<file path="src/rtl/uart_tx_sched.sv">
`default_nettype none
// +--------------------------------------------------------------------------+
// | Module   : uart_tx_sched                                                 |
// | Purpose  : Transmit scheduler in front of a single UART transmitter.     |
// |            Arbitrates two byte requesters round-robin, inserts an idle   |
// |            gap (in baud ticks) after every frame, watches for a          |
// |            transmitter that never goes busy, and owns the baud select,   |
// |            changing it only while the line is idle.                      |
// | Ports    : clk, rst (async, active-low)                                  |
// |            cfg_valid/cfg_baud_rate -> cfg_ack, baud_rate                 |
// |            req0/data0 -> ack0, req1/data1 -> ack1                        |
// |            baud_tick, tx_busy -> tx_start, tx_data                       |
// |            busy (not idle, combinational), err (busy timeout pulse)      |
// | Revision : 1.0 - initial release                                         |
// +--------------------------------------------------------------------------+
module uart_tx_sched #(
  parameter int         GAP_TICKS    = 2,
  parameter logic [1:0] BAUD_DEFAULT = 2'b10,
  parameter int         BUSY_TIMEOUT = 16
) (
  input  logic       clk,
  input  logic       rst,
  input  logic       cfg_valid,
  input  logic [1:0] cfg_baud_rate,
  output logic       cfg_ack,
  output logic [1:0] baud_rate,
  input  logic       req0,
  input  logic [7:0] data0,
  output logic       ack0,
  input  logic       req1,
  input  logic [7:0] data1,
  output logic       ack1,
  input  logic       baud_tick,
  output logic       tx_start,
  output logic [7:0] tx_data,
  input  logic       tx_busy,
  output logic       busy,
  output logic       err
);

  localparam int c_gap_w = (GAP_TICKS > 0) ? $clog2(GAP_TICKS + 1) : 1;
  localparam int c_to_w  = $clog2(BUSY_TIMEOUT + 1);

  localparam logic [c_gap_w-1:0] c_gap_load = c_gap_w'(GAP_TICKS);
  localparam logic [c_gap_w-1:0] c_gap_one  = c_gap_w'(1);
  localparam logic [c_to_w-1:0]  c_to_limit = c_to_w'(BUSY_TIMEOUT);
  localparam logic [c_to_w-1:0]  c_to_one   = c_to_w'(1);

  typedef enum logic [2:0] {
    S_IDLE      = 3'd0,
    S_CFG       = 3'd1,
    S_START     = 3'd2,
    S_WAIT_BUSY = 3'd3,
    S_WAIT_DONE = 3'd4,
    S_GAP       = 3'd5
  } state_t;

  state_t             r_state, w_state_nxt;
  logic               r_cfg_pending, w_cfg_pending_nxt;
  logic [1:0]         r_pend_rate, w_pend_rate_nxt;
  logic [1:0]         r_baud_rate, w_baud_rate_nxt;
  logic               r_last_grant, w_last_grant_nxt;
  logic               r_cfg_ack, w_cfg_ack_nxt;
  logic               r_ack0, w_ack0_nxt;
  logic               r_ack1, w_ack1_nxt;
  logic               r_tx_start, w_tx_start_nxt;
  logic [7:0]         r_tx_data, w_tx_data_nxt;
  logic               r_err, w_err_nxt;
  logic [c_gap_w-1:0] r_gap_cnt, w_gap_cnt_nxt;
  logic [c_to_w-1:0]  r_to_cnt, w_to_cnt_nxt;
  logic [c_to_w-1:0]  w_to_inc;
  logic               w_grant_valid;
  logic               w_grant_sel;

  // Round-robin pick: on contention the requester that did not win last
  // time goes; a lone requester always wins.
  always_comb begin
    w_grant_valid = req0 | req1;
    w_grant_sel   = req1;
    if (req0 && req1) begin
      w_grant_sel = ~r_last_grant;
    end
  end

  always_comb begin
    w_state_nxt       = r_state;
    w_cfg_pending_nxt = r_cfg_pending;
    w_pend_rate_nxt   = r_pend_rate;
    w_baud_rate_nxt   = r_baud_rate;
    w_last_grant_nxt  = r_last_grant;
    w_cfg_ack_nxt     = 1'b0;
    w_ack0_nxt        = 1'b0;
    w_ack1_nxt        = 1'b0;
    w_tx_start_nxt    = 1'b0;
    w_tx_data_nxt     = r_tx_data;
    w_err_nxt         = 1'b0;
    w_gap_cnt_nxt     = r_gap_cnt;
    w_to_cnt_nxt      = r_to_cnt;
    w_to_inc          = r_to_cnt + c_to_one;

    case (r_state)
      S_IDLE: begin
        // A pending baud change is applied before any new frame starts.
        if (r_cfg_pending) begin
          w_state_nxt = S_CFG;
        end else if (w_grant_valid) begin
          w_last_grant_nxt = w_grant_sel;
          w_tx_data_nxt    = w_grant_sel ? data1 : data0;
          w_ack0_nxt       = ~w_grant_sel;
          w_ack1_nxt       = w_grant_sel;
          w_state_nxt      = S_START;
        end
      end
      S_CFG: begin
        w_baud_rate_nxt   = r_pend_rate;
        w_cfg_pending_nxt = 1'b0;
        w_cfg_ack_nxt     = 1'b1;
        w_state_nxt       = S_IDLE;
      end
      S_START: begin
        w_tx_start_nxt = 1'b1;
        w_to_cnt_nxt   = '0;
        w_state_nxt    = S_WAIT_BUSY;
      end
      S_WAIT_BUSY: begin
        // Counter is 0 in the cycle tx_start is high, so err lands
        // exactly BUSY_TIMEOUT cycles after tx_start.
        if (tx_busy) begin
          w_state_nxt = S_WAIT_DONE;
        end else if (w_to_inc == c_to_limit) begin
          w_err_nxt     = 1'b1;
          w_gap_cnt_nxt = c_gap_load;
          w_state_nxt   = S_GAP;
        end else begin
          w_to_cnt_nxt = w_to_inc;
        end
      end
      S_WAIT_DONE: begin
        if (!tx_busy) begin
          w_gap_cnt_nxt = c_gap_load;
          w_state_nxt   = S_GAP;
        end
      end
      S_GAP: begin
        if (r_gap_cnt == '0) begin
          w_state_nxt = S_IDLE;
        end else if (baud_tick) begin
          w_gap_cnt_nxt = r_gap_cnt - c_gap_one;
        end
      end
      default: begin
        w_state_nxt = S_IDLE;
      end
    endcase

    // Capture is evaluated last so a request arriving during CFG survives
    // the clear; the newest requested rate always replaces an older one.
    if (cfg_valid) begin
      w_cfg_pending_nxt = 1'b1;
      w_pend_rate_nxt   = cfg_baud_rate;
    end
  end

  always_ff @(posedge clk or negedge rst) begin
    if (!rst) begin
      r_state <= S_IDLE;
    end else begin
      r_state <= w_state_nxt;
    end
  end

  always_ff @(posedge clk or negedge rst) begin
    if (!rst) begin
      r_cfg_pending <= 1'b0;
      r_pend_rate   <= BAUD_DEFAULT;
      r_baud_rate   <= BAUD_DEFAULT;
      r_last_grant  <= 1'b1;
      r_cfg_ack     <= 1'b0;
      r_ack0        <= 1'b0;
      r_ack1        <= 1'b0;
      r_tx_start    <= 1'b0;
      r_tx_data     <= 8'h00;
      r_err         <= 1'b0;
      r_gap_cnt     <= '0;
      r_to_cnt      <= '0;
    end else begin
      r_cfg_pending <= w_cfg_pending_nxt;
      r_pend_rate   <= w_pend_rate_nxt;
      r_baud_rate   <= w_baud_rate_nxt;
      r_last_grant  <= w_last_grant_nxt;
      r_cfg_ack     <= w_cfg_ack_nxt;
      r_ack0        <= w_ack0_nxt;
      r_ack1        <= w_ack1_nxt;
      r_tx_start    <= w_tx_start_nxt;
      r_tx_data     <= w_tx_data_nxt;
      r_err         <= w_err_nxt;
      r_gap_cnt     <= w_gap_cnt_nxt;
      r_to_cnt      <= w_to_cnt_nxt;
    end
  end

  assign cfg_ack   = r_cfg_ack;
  assign baud_rate = r_baud_rate;
  assign ack0      = r_ack0;
  assign ack1      = r_ack1;
  assign tx_start  = r_tx_start;
  assign tx_data   = r_tx_data;
  assign err       = r_err;
  assign busy      = (r_state != S_IDLE);

endmodule
`default_nettype wire

</file>
<file path="config.mk">
export PLATFORM = sky130hd
export DESIGN_NAME = uart_tx_sched
export DESIGN_NICKNAME = d
export VERILOG_FILES = /design/src/rtl/uart_tx_sched.sv
export SDC_FILE = /design/constraint.sdc
export NUM_CORES = 1
export LEC_CHECK = 0
export ABC_CLOCK_PERIOD_IN_PS = 3320
export BUFFER_PORTS_ARGS = -buffer_cell sky130_fd_sc_hd__buf_2
export CAP_MARGIN = 20
export CORE_ASPECT_RATIO = 0.6
export CORE_MARGIN = 2
export CORE_UTILIZATION = 45
export DETAILED_ROUTE_END_ITERATION = 8
export PLACE_DENSITY_LB_ADDON = 0.05
export SLEW_MARGIN = 5
export SYNTH_ARGS = -nofsm -noshare
export SYNTH_HDL_FRONTEND = slang
export SYNTH_SLANG_ARGS = --single-unit
export TNS_END_PERCENT = 10
</file>
<file path="constraint.sdc">
create_clock -name clk -period 3.32 [get_ports clk]
set_input_delay 0.332 -clock clk [delete_from_list [all_inputs] [get_ports clk]]
set_output_delay 0.332 -clock clk [all_outputs]
set_load 0.01 [all_outputs]
</file>
After elaboration in Yosys (flattened, before gate mapping) --
Index checks and enable logic that the tools add are counted.
Storage, ports and cells: bits in registers 29, output and inout port bits 16, input port bits 25
Operators by class: bitwise operators 4, equality and inequality tests 15, mux-type cells 31, reduce and logical (&&, ||, !) cells 11, $add $sub $neg 2
Operator list (number):
- 2-to-1 mux 3 bit | 6
- one-hot mux 3 bit (5 select lines) | 1
- 2-to-1 mux 1 bit | 14
- inequality test 2 bit (second input constant) | 7
- 2-to-1 mux 2 bit | 5
- 2-to-1 mux 5 bit | 2
- one-hot mux 5 bit (2 select lines) | 1
- 2-to-1 mux 8 bit | 1
- equality test 3 x 2 -> 1 bit (second input constant) | 2
- equality test 3 bit (second input constant) | 2
- inequality test 3 bit (second input constant) | 2
- one-hot mux 2 bit (3 select lines) | 1
- AND reduction 3 bit | 2
- AND reduction 6 bit | 1
- nonzero test 3 bit | 2
- adder 5 x 1 -> 5 bit (second input constant) | 1
- equality test 5 bit (second input constant) | 1
- AND reduction 4 bit | 1
- nonzero test 2 bit | 2
- equality test 3 x 1 -> 1 bit (second input constant) | 1
- zero test 3 bit | 1
- NOT 1 bit | 3
- zero test 2 bit | 1
- subtractor 2 x 1 -> 2 bit (second input constant) | 1
- other kinds (2) | 2

Depth between registers and ports, before layout --
depth in word-level cells 6, mapped depth 6

Worst setup path after synthesis --
Ideal clock, no wire load.
path kind flip-flop to flip-flop, start register r_state[0], end register r_tx_data[1] (netlist: tx_data[1]), setup slack 1785 ps, required time 3202 ps, path buffers 1, arrival 1417 ps, period minus slack after synthesis 1535 ps, cell stages (with the launch flop) 6, library setup time 118 ps, cells stage by stage dfrtp_1 > nor4_4 > o21ai_2 > buf_2 > a22o_1 > a21o_1
On the way: longest elaborated chain between the ends 2
Ends and longest elaborated chain:
- from (decl) | RTL line 58 | state_t r_state, w_state_nxt;
- from (signal assigned) | RTL line 168 | r_state <= w_state_nxt;
- zero test 3 bit | RTL line 101 | case (r_state)
- AND reduction 3 bit (no line)
- to (signal assigned) | RTL line 195 | r_tx_data <= w_tx_data_nxt;
- to (decl) | RTL line 67 | logic [7:0] r_tx_data, w_tx_data_nxt;
Every way passes these cells. A chain may end at the register's enable or synchronous reset.

Final worst setup path --
Ends and elaborated chain as after synthesis.

==> metrics.csv <==
metric,value,unit
antenna_found_initial,0,
io_pins,41,
die_w,76.6,microns
insertedDiodeCount,0,
fill_cells,272,
crit_required,3540,ps
synth.distinct_cells,42,
ys_ff_latch,29,
postCtsHoldBufs,0,
post-route-period-util,56.4,%
ys.flop_type,dfrtp_1,
worstHoldPathType,in -> async,
start_util,48.3,%
vias,1164,
endpoint_kind,flop,
viasPerCell,5.44,
fmax,0.534,GHz
vdd_drop_max,0.000375,V
port_buffers,40,
dieArea,3640,sq um
multi_input_area,648,sq um
dieHeight,47.6,microns
crit_chain,nor4_4 > o21ai_2 > nor2_1 > a21o_1,
rrSetupSlack,1450,ps
grt_overflow_total,0,
max_cap_viol_count,0,
slew-limit-headroom,57.2,%
drt-pass1-iter-count,6,
start_kind,flop,
cts_tree,built,
synth_edf_count,0,
gp_congestion,0.856,
rsz0062_at_grt,false,
syn_to_final_growth,22.4,%
avgSynthCellArea,11.0,sq um
crit_path_max_incr_delay,550,ps
crit_path_max_fanout,16,
clock_sinks,29,
p_per_area,835,nW/um^2
finalSetupViolations,0,
ys_warn_count,0,
grt_pass1_vias,1102,
power,1.45,mW
status,"complete, no violations",
syn-cell-area,1420,sq um
path_buf_inv,0,
clockRootBuffer,clkbuf_8,
grt_start_max_net_pins,30,
yosysSeqAreaShare,51.2,%
post_cts_resized,0,
syn_nets,156,
track_usage,18.8,%
wl_per_cell,14.4,microns
regArea,729,sq um
drv_slew,0,
cts_buffers,5,
path_clk_slew,60,ps
drive_gt1_share,36.0,%
dp_hpwl,2310,microns
path_class,reg -> reg,
drt-initial-drc-count,59,
hold_viol,0,
nNetsFinal,198,
drtAntennaViolNets,0,
tightest_slew,641,ps
cts.path.max_buffers,2,
postCtsSetupBuffers,0,
crit_arrival,2090,ps
cp_slowest_cell,dfrtp_1,
fin_setup_tns,0,ps
core_area,2950,sq um
drc_errors,0,
ys_async_sr_fraction,100,%
grt_pass1_wl,5090,microns
synthCells,129,
p_leak,0.848,nW
htree_levels,2,
finClkSkew,4.77,ps
layout_min_cycle_time,1870,ps
critical_path.top_delay_family,simple AND/OR/NAND/NOR gates,
routed_wl,3080,microns
clock_latency,280,ps
num_rows,15,
-- per-layer routing --
metal	share of wire (%)	global-route usage [%]	vias up
met5	0	0	-
met4	0.32	6.91	0
met3	6.7	6.42	2
met2	46	30.1	45
met1	47	24.8	556
li1	-	-	561
-- registers in the layout, indices dropped and copies added, names as in the netlist --
name and count:
cfg_ack 1, tx_data 8, r_cfg_pending 1, tx_start 1, ack1 1, err 1, ack0 1, r_state 3
r_pend_rate 2, r_last_grant 1, baud_rate 2, r_to_cnt 5, r_gap_cnt 2
-- layout by cell type (no fill, tap or decap), types with 4 or more instances in the layout --
cell / n
buf_2: 40
o21ai_0: 9
nand2_1: 8
nor2_1: 6
mux2_2: 7
a21o_1: 4
nor3_1: 4
a22o_1: 4
clkbuf_8: 6
mux2i_1: 6
dfrtp_1: 26
a21oi_1: 4
a31oi_1: 4
inv_1: 6
-- power by group --
part           switching, mW  internal (mW)
clock                  0.126          0.169
combinational          0.258          0.260
sequential             0.144          0.499
total                  0.528          0.927
-- per-stage QoR --
step	worst slack [ps]	cells	cell area (sq um)	hold slack (ps)	util (%)
after CTS	1430	214	1740	92.8	59.2
after detailed placement	1450	206	1650	397	56.1
after floorplan	1790	129	1420	36.4	-
after global routing	1290	214	1740	119	59.2
final	1450	214	1740	76.0	59.2
after global placement	1520	206	1650	392	56.1
-- Yosys cell counts, types with 2 or more instances --
cell       n  area (sq um)
dfrtp_1   26           651
o21ai_0    9          45.0
nand2_1    8          30.0
mux2_2     7          78.8
inv_1      6          22.5
mux2i_1    6          60.1
nor2_1     6          22.5
a21o_1     4          30.0
a21oi_1    4          20.0
a22o_1     4          35.0
a31oi_1    4          25.0
nor3_1     4          20.0
buf_2      3          15.0
dfstp_2    3          78.8
nand2b_1   3          18.8
nand3_1    3          15.0
ha_1       2          25.0
nor2b_1    2          12.5
nor3b_1    2          15.0
-- cell families after synthesis --
group	after synthesis	share of synthesized area (%)
compound gates	39	19.3
mux	13	9.75
flops	29	51.2
simple gates	35	14.7
fa+ha+maj	2	1.76
buf+inv	11	3.25
-- path summary, 6_finish.rpt --
kind / start / cells past startpoint / endpoint
worst max-delay path: r_state[0]$_DFFE_PN0P_ / 4 / tx_data[1]$_DFFE_PN0P_
worst min-delay path: rst / 1 / r_to_cnt[0]$_DFFE_PN0P_
worst max register to register: r_state[0]$_DFFE_PN0P_ / 4 / tx_data[1]$_DFFE_PN0P_
worst min register to register: tx_data[3]$_DFFE_PN0P_ / 2 / tx_data[3]$_DFFE_PN0P_
max in group asynchronous: rst / 1 / tx_data[5]$_DFFE_PN0P_
min in group clk: data0[7] / 2 / tx_data[7]$_DFFE_PN0P_
-- area by class of cell --
type | count | area share (%)
Sequential cell | 29 | 41.9
Multi-Input combinational cell | 89 | 37.2
Timing Repair Buffer | 40 | 11.5
Clock buffer | 8 | 5.17
Tap cell | 42 | 3.02
Inverter | 6 | 1.29
No activity file was read; power rests on OpenSTA's default activity.
